### src/rtl/pipe_stage_reg.sv
// Elastic pipeline-stage register with valid/ready handshake, optional skid entry,
// synchronous flush with bubble (zeroed control) insertion and a saturating stall counter.
module pipe_stage_reg #(
    parameter int unsigned     CTRL_W   = 12,
    parameter int unsigned     DATA_W   = 128,
    parameter int unsigned     PC_W     = 32,
    parameter logic [PC_W-1:0] PC_RESET = 32'h0000_3004,
    parameter bit              SKID     = 1'b1,
    parameter int unsigned     CNT_W    = 16
) (
    input  logic              clock,
    input  logic              reset,
    input  logic              in_valid,
    output logic              in_ready,
    input  logic [CTRL_W-1:0] in_ctrl,
    input  logic [DATA_W-1:0] in_data,
    input  logic [PC_W-1:0]   in_pc,
    input  logic              flush,
    output logic              out_valid,
    input  logic              out_ready,
    output logic [CTRL_W-1:0] out_ctrl,
    output logic [DATA_W-1:0] out_data,
    output logic [PC_W-1:0]   out_pc,
    output logic [CNT_W-1:0]  stall_cnt
);

    localparam logic [CNT_W-1:0] CNT_MAX = '1;

    typedef enum logic [1:0] {
        ST_EMPTY = 2'd0,
        ST_MAIN  = 2'd1,
        ST_FULL  = 2'd2
    } state_t;

    state_t            state_q;
    state_t            state_d;
    logic              in_ready_q;
    logic              in_fire;
    logic              out_fire;
    logic              load_main;
    logic              load_skid;
    logic              main_from_skid;
    logic              kill_ctrl;
    logic [CTRL_W-1:0] skid_ctrl;
    logic [DATA_W-1:0] skid_data;
    logic [PC_W-1:0]   skid_pc;

    // Without a skid entry the stage may accept whenever its single entry leaves this cycle.
    assign in_ready = SKID ? in_ready_q : (!out_valid | out_ready);
    assign in_fire  = in_valid & in_ready;
    assign out_fire = out_valid & out_ready;

    // Next-state and datapath steering; flush overrides any acceptance.
    always_comb begin
        state_d        = state_q;
        load_main      = 1'b0;
        load_skid      = 1'b0;
        main_from_skid = 1'b0;
        kill_ctrl      = 1'b0;
        if (flush) begin
            state_d   = ST_EMPTY;
            kill_ctrl = 1'b1;
        end else begin
            case (state_q)
                ST_EMPTY: begin
                    if (in_fire) begin
                        state_d   = ST_MAIN;
                        load_main = 1'b1;
                    end
                end
                ST_MAIN: begin
                    if (in_fire && out_fire) begin
                        load_main = 1'b1;
                    end else if (in_fire) begin
                        state_d   = ST_FULL;
                        load_skid = 1'b1;
                    end else if (out_fire) begin
                        state_d   = ST_EMPTY;
                        kill_ctrl = 1'b1;
                    end
                end
                ST_FULL: begin
                    if (out_fire) begin
                        state_d        = ST_MAIN;
                        main_from_skid = 1'b1;
                    end
                end
                default: begin
                    state_d   = ST_EMPTY;
                    kill_ctrl = 1'b1;
                end
            endcase
        end
    end

    // State plus the registered flags derived from the next state.
    always_ff @(posedge clock or posedge reset) begin
        if (reset) begin
            state_q    <= ST_EMPTY;
            out_valid  <= 1'b0;
            in_ready_q <= 1'b1;
        end else begin
            state_q    <= state_d;
            out_valid  <= (state_d != ST_EMPTY);
            in_ready_q <= (state_d != ST_FULL);
        end
    end

    // Main entry drives the outputs; only control is zeroed when it empties so data/pc hold.
    always_ff @(posedge clock or posedge reset) begin
        if (reset) begin
            out_ctrl <= '0;
            out_data <= '0;
            out_pc   <= PC_RESET;
        end else if (load_main) begin
            out_ctrl <= in_ctrl;
            out_data <= in_data;
            out_pc   <= in_pc;
        end else if (main_from_skid) begin
            out_ctrl <= skid_ctrl;
            out_data <= skid_data;
            out_pc   <= skid_pc;
        end else if (kill_ctrl) begin
            out_ctrl <= '0;
        end
    end

    // Second entry, filled only while the main entry is stalled.
    always_ff @(posedge clock or posedge reset) begin
        if (reset) begin
            skid_ctrl <= '0;
            skid_data <= '0;
            skid_pc   <= '0;
        end else if (load_skid) begin
            skid_ctrl <= in_ctrl;
            skid_data <= in_data;
            skid_pc   <= in_pc;
        end
    end

    // Back-pressure cycle counter, saturating, untouched by flush.
    always_ff @(posedge clock or posedge reset) begin
        if (reset) begin
            stall_cnt <= '0;
        end else if (out_valid && !out_ready && (stall_cnt != CNT_MAX)) begin
            stall_cnt <= stall_cnt + CNT_W'(1);
        end
    end

endmodule

### config.mk
export PLATFORM = sky130hd
export DESIGN_NAME = pipe_stage_reg
export DESIGN_NICKNAME = d
export VERILOG_FILES = /design/src/rtl/pipe_stage_reg.sv
export SDC_FILE = /design/constraint.sdc
export NUM_CORES = 1
export LEC_CHECK = 0
export BUFFER_PORTS_ARGS = -buffer_cell sky130_fd_sc_hd__buf_2
export CAP_MARGIN = 20
export CORE_ASPECT_RATIO = 0.9
export CORE_MARGIN = 3
export CORE_UTILIZATION = 40
export CTS_CLUSTER_DIAMETER = 30
export DETAILED_ROUTE_END_ITERATION = 8
export PLACE_DENSITY = 0.65
export SLEW_MARGIN = 15
export SYNTH_ARGS = -nofsm -noshare
export SYNTH_HDL_FRONTEND = slang
export SYNTH_SLANG_ARGS = --single-unit
### constraint.sdc
create_clock -name clock -period 14.99 [get_ports clock]
set_input_delay 4.497 -clock clock [delete_from_list [all_inputs] [get_ports clock]]
set_output_delay 4.497 -clock clock [all_outputs]
set_load 0.1 [all_outputs]
; ---- Yosys cells after proc, flatten, opt, wreduce, memory -nomap -nowiden
; Index checks and enable logic that the tools add are counted.
[word_totals]
ff_bits = 364
latch_bits = 0
ramBits = 0
mem_bits_ro = 0
in_bits = 177
out_inout_bits = 190
elab_cells = 54
n_memories = 0
[op_classes]
addsub = 1
mul = 0
div_mod_pow = 0
n_lt_le_gt_ge = 0
eq_ne = 4
shift = 0
mux = 28
n_bitwise = 2
reduce_logical = 9
[ops]
columns = cell, count
row1 = $mux W128, 2
row2 = $mux W32, 2
row3 = $mux W12, 3
row4 = $add A16 B1 Y16 const B, 1
row5 = $ne A16 B16 Y1 const B, 1
row6 = $mux W1, 12
row7 = $mux W2, 6
row8 = $pmux W2 S3, 1
row9 = $pmux W1 S2, 2
row10 = $reduce_bool A2 Y1, 2
row11 = $logic_and A1 B1 Y1, 3
row12 = $reduce_bool A3 Y1, 1
row13 = $and A1 B1 Y1, 2
row14 = $eq A2 B1 Y1 const B, 1
row15 = $eq A2 B2 Y1 const B, 1
row16 = $logic_not A2 Y1, 1
row17 = $ne A2 B2 Y1 const B, 1
row18 = $reduce_or A2 Y1, 1
row19 = $logic_not A1 Y1, 1

; ---- Logic depth before layout (Yosys ltp)
[depth]
depth_word = 9
mapped_depth = 8
ltp_nobuf = 5

; ---- Worst setup path before layout
; OpenSTA, ideal clock, no wires.
[synth_path]
path_kind = in2reg
start = input in_valid
end = register skid_ctrl[7]
setup_ps = 128
arrival_ps = 5560
required_time_ps = 14862
setup_slack_ps = 9303
path_stages = 6
n_path_buf = 3
cell_sequence = and3b_1 -> nand3b_1 -> buf_2 -> buf_6 -> buf_6 -> mux2_1
[synth_between]
elab_chain_cells = 5
elab_cells_between_ends = 6
cone_classes = 4 x mux / 1 x bitwise / 1 x reduce/logical
[synth_lines]
columns = item, line_no
row1 = start: declaration, 13  ; input logic in_valid,
row2 = $and A1 B1 Y1 (*), 50  ; assign in_fire = in_valid & in_ready;
row3 = $mux W1 or $logic_and A1 B1 Y1 (tied branches), "74, 72"
row4 = $mux W1 (*), 72  ; if (in_fire && out_fire) begin
row5 = $mux W1 (*), 64  ; case (state_q)
row6 = $mux W1 (*), 60  ; if (flush) begin
row7 = end signal: assignment, 135  ; skid_ctrl <= in_ctrl;
row8 = end: declaration, 44  ; logic [CTRL_W-1:0] skid_ctrl;
; Every way passes the cells marked *; elsewhere a longest branch is shown, timed or not.
; A chain may end at the register's enable or synchronous reset.

; ---- Worst setup path in the final report
[layout_path]
start = input in_valid
end = register skid_data[5]
[layout_between]
elab_chain_cells = 5
elab_cells_between_ends = 6
cone_classes = 4 x mux / 1 x bitwise / 1 x reduce/logical
[layout_lines]
columns = item, line_no
row1 = $and A1 B1 Y1 (*), 50
row2 = $mux W1 or $logic_and A1 B1 Y1 (tied branches), "74, 72"
row3 = $mux W1 (*), 72
row4 = $mux W1 (*), 64
row5 = $mux W1 (*), 60
row6 = end signal: assignment, 136  ; skid_data <= in_data;
row7 = end: declaration, 45  ; logic [DATA_W-1:0] skid_data;
; Marks and branches as above.

==> impl_summary.txt <==
----------------------------------------------------
[Routing]
  Number of DRC markers after the initial detailed-route iteration ... 830
  DRT Pass-1 Iters ... 5
  Routed vias/inst ... 5.310
  Routed vias ... between 10000 and 15000
  Wire length after detailed routing ... 38.53 mm
  Count of nets left with antenna violations after detail routing ... 0
  DRC Markers ... 0
  Average routed wire per standard cell ... 19.66 µm

[Synth]
  Area contributors post-synth ... sky130_fd_sc_hd__dfrtp_1, sky130_fd_sc_hd__a22o_1, sky130_fd_sc_hd__a21o_1
  Number of enable flip-flop cells after synthesis ... 0
  Warning count from the yosys run ... 0
  Post-Synthesis Cells ... 1035
  Syn_nets ... 1213
  Fraction of registers with async set or reset after synthesis ... 1.000
  Top_reg_cell synth ... sky130_fd_sc_hd__dfrtp_1
  Cell variety after synth ... 39
  Share of Yosys cell area claimed by the top area cell type ... 0.5972
  Share of the yosys chip area belonging to registers ... 0.6041
  Average cell area after synthesis ... 14.58 µm²
  Library cell occupying the most area in the post-synthesis netlist ... sky130_fd_sc_hd__dfrtp_1
  Total of flip-flops plus latches after synthesis ... 364
  Most instantiated library cell after synthesis ... sky130_fd_sc_hd__dfrtp_1
  Leading cell types by count after synthesis ... sky130_fd_sc_hd__dfrtp_1, sky130_fd_sc_hd__a21o_1, sky130_fd_sc_hd__a22o_1, sky130_fd_sc_hd__mux2_2, sky130_fd_sc_hd__mux2_4
  Post-synthesis cell area ... 0.01509 mm²

[Timing]
  Final period utilization ... 0.4452
  Setup TNS after final layout ... 0 ns
  RSZ-0062 raised after global routing ... no
  Final setup vio count ... 0
  Worst clock skew on the final layout ... 0.01723 ns
  Max-slew violation count ... 0
  Slew of the pin with the lowest slew margin ... 1.129 ns
  Min cycle time layout ... 6.674 ns
  Slew headroom ... 0.2473
  Achievable Freq ... 149.8 MHz
  Final hold violation count ... 0

[Floorplan]
  Die Y-Extent ... 190.2 µm
  Number of rows in the core area ... 66
  Width of the die ... around 210 µm
  Area of the core ... 0.03667 mm²
  Top-level I/O count ... 367
  Initial Util ... 0.4114
  Die footprint ... 0.04008 mm²

[Critical path]
  Slowest CP cell ... sky130_fd_sc_hd__buf_4
  Required time reported for the critical path endpoint ... 15.44 ns
  Type of the worst setup path ... in2reg
  Type of destination of the critical path ... register
  Delay-heaviest family, CP ... buffers and inverters
  Crit path cell chain ... buf_2 > and3b_1 > nand3b_1 > buf_4 > buf_4 > mux2_2
  Number of buffer and inverter stages on the critical path ... 3
  Arrival time at the worst endpoint ... 7.12 ns
  Worst path most repeated cell ... sky130_fd_sc_hd__buf_4
  Kind of start point of the critical path ... primary input
  Max FO, Critical Path ... 63
  Crit path largest cell delay ... 0.95 ns

[CTS]
  Clock buffers created by TritonCTS ... 81
  Quantity of gates resized following cts ... 0
  CTS hold repair buffers ... 0
  Buffer depth of the longest clock path ... 3
  Number of sinks handled by clock tree synthesis ... 364
  Clock insertion delay at the later pin of the skew report ... 0.58 ns
  Clock root buffer ... sky130_fd_sc_hd__clkbuf_16
  Number of buffers added for setup after CTS ... 0
  TritonCTS clock tree ... done
  Deepest level of the CTS H-tree ... 3
  Clock-pin transition on the worst setup and hold timing paths ... 0.05 ns

[Layout]
  Post-layout nets ... roughly 1600
  FF+latch area ... ~0.0091 mm²
  Multi-input gate area ... 0.005465 mm²
  Ratio of cells with drive above 1 in the final layout ... 0.4649
  Layout overhead on the synthesized area ... 32.83%
  Post-layout util ... 0.5465
  Number of fill cells in the layout ... 3034
  Number of standard cells in the layout, taps in and fillers out ... about 2000
  Post-route cell area ... around 0.02 mm²

[Global route]
  First-pass GRT wire length ... just over 60 mm
  Via count of the first global-routing pass ... 11145
  Largest net degree at the start of global routing ... 173
  Total Routing Usage GR ... 0.1911
  Initial antenna violation count ... 8
  Global route overflow ... 0

[Power]
  Power per standard cell area ... 240.5 mW/mm²
  Leak pwr ... about 11 nW
  Total Power ... 4.819 mW
  VDD IR-drop max ... 235.4 µV

[Run status]
  Run status ... complete, no violations

[Placed design]
  Port-buffer cells ... 366
  Placed instance area ... ~0.017 mm²
  Final GP Congestion ... 0.7502
  Dpl hpwl ... 23.44 mm
  Placed instance count ... 1807

[Run]
  Maxcap violations ... 0

[Hold path]
  Worst hold path class ... reg2reg

----------------------------------------------------
[report_power, final]
group	switching, mW	total, mW	internal (mW)
logic	1.14	1.53	0.393
clock network	0.562	1.79	1.23
registers	0.185	1.50	1.31
total	1.89	4.82	2.93
[per-layer routing]
metal / part of all wire / GRT usage
met5: 0.0015 / 0
met4: 0.025 / 0.07571
met3: 0.071 / 0.05955
met2: 0.47 / 0.2990
met1: 0.43 / 0.2498
[state kept, by name, summed over array words and instances, names as in the netlist]
| register | flops |
|---|---|
| skid_ctrl | 12 |
| skid_data | 128 |
| stall_cnt | 16 |
| out_ctrl | 12 |
| in_ready | 1 |
| state_q | 2 |
| out_pc | 32 |
| out_data | 128 |
| out_valid | 1 |
| skid_pc | 32 |
[per-stage QoR]
step | hold slack, ns | worst slack (ns)
2_1_floorplan | 0.4631 | 0.3959
3_3_place_gp | 0.4521 | 7.770
3_5_place_dp | 0.4596 | 7.750
4_1_cts | 0.4684 | 8.384
5_1_grt | 0.4832 | 8.230
6_report | 0.4648 | 8.316
[final timing paths]
check / startpoint / endpoint / slack, ns / depth (start not counted)
setup / recovery: in_valid / skid_data[5] / 8.32 / 6
hold / removal: out_data[99] / out_data[99] / 0.46 / 1
setup reg to reg: state_q[1] / skid_data[5] / 11.78 / 5
hold reg to reg: out_data[99] / out_data[99] / 0.46 / 1
max in group asynchronous: reset / out_data[49] / 9.41 / 4
min in group asynchronous: reset / out_pc[1] / 3.91 / 2
[cells in the final DEF (no fill, tap or decap), drive strengths merged]
master	count
buf	376
dfrtp	360
mux2	173
a22o	160
a21o	160
clkbuf	106
inv	21
clkinv	17
clkinvlp	13
a222oi	12
bufinv	9
nand4	8
xnor2	7
nand3	6
and3	5
nor2	5
a21oi	4
mux2i	4
and4	4
xor2	4
dfstp	4
nand2	3
and2	3
diode	2
nand3b	2
nor3b	2
nor2b	2
a31oi	2
nor3	2
a21boi	1
and3b	1
nor4	1
o22a	1
or3	1
nand4bb	1
a41oi	1
ha	1
[layout make-up]
type,instances,area share
inverters,16,0.003372
well taps,476,0.02972
diodes,2,0.0002498
multi-input cells,576,0.2727
clock inverters,44,0.02760
flip-flops and latches,364,0.4548
clock buffers,106,0.1135
repair buffers,376,0.09803
[logic make-up after synthesis]
kind of cell | share of synthesized area
flops | 0.6041
buf+inv | 0.03483
compound gates | 0.1845
mux | 0.1497
fa+ha+maj | 0.0008293
xor+xnor | 0.006386
simple gates | 0.01957
Power figures use the tool's default switching activity.
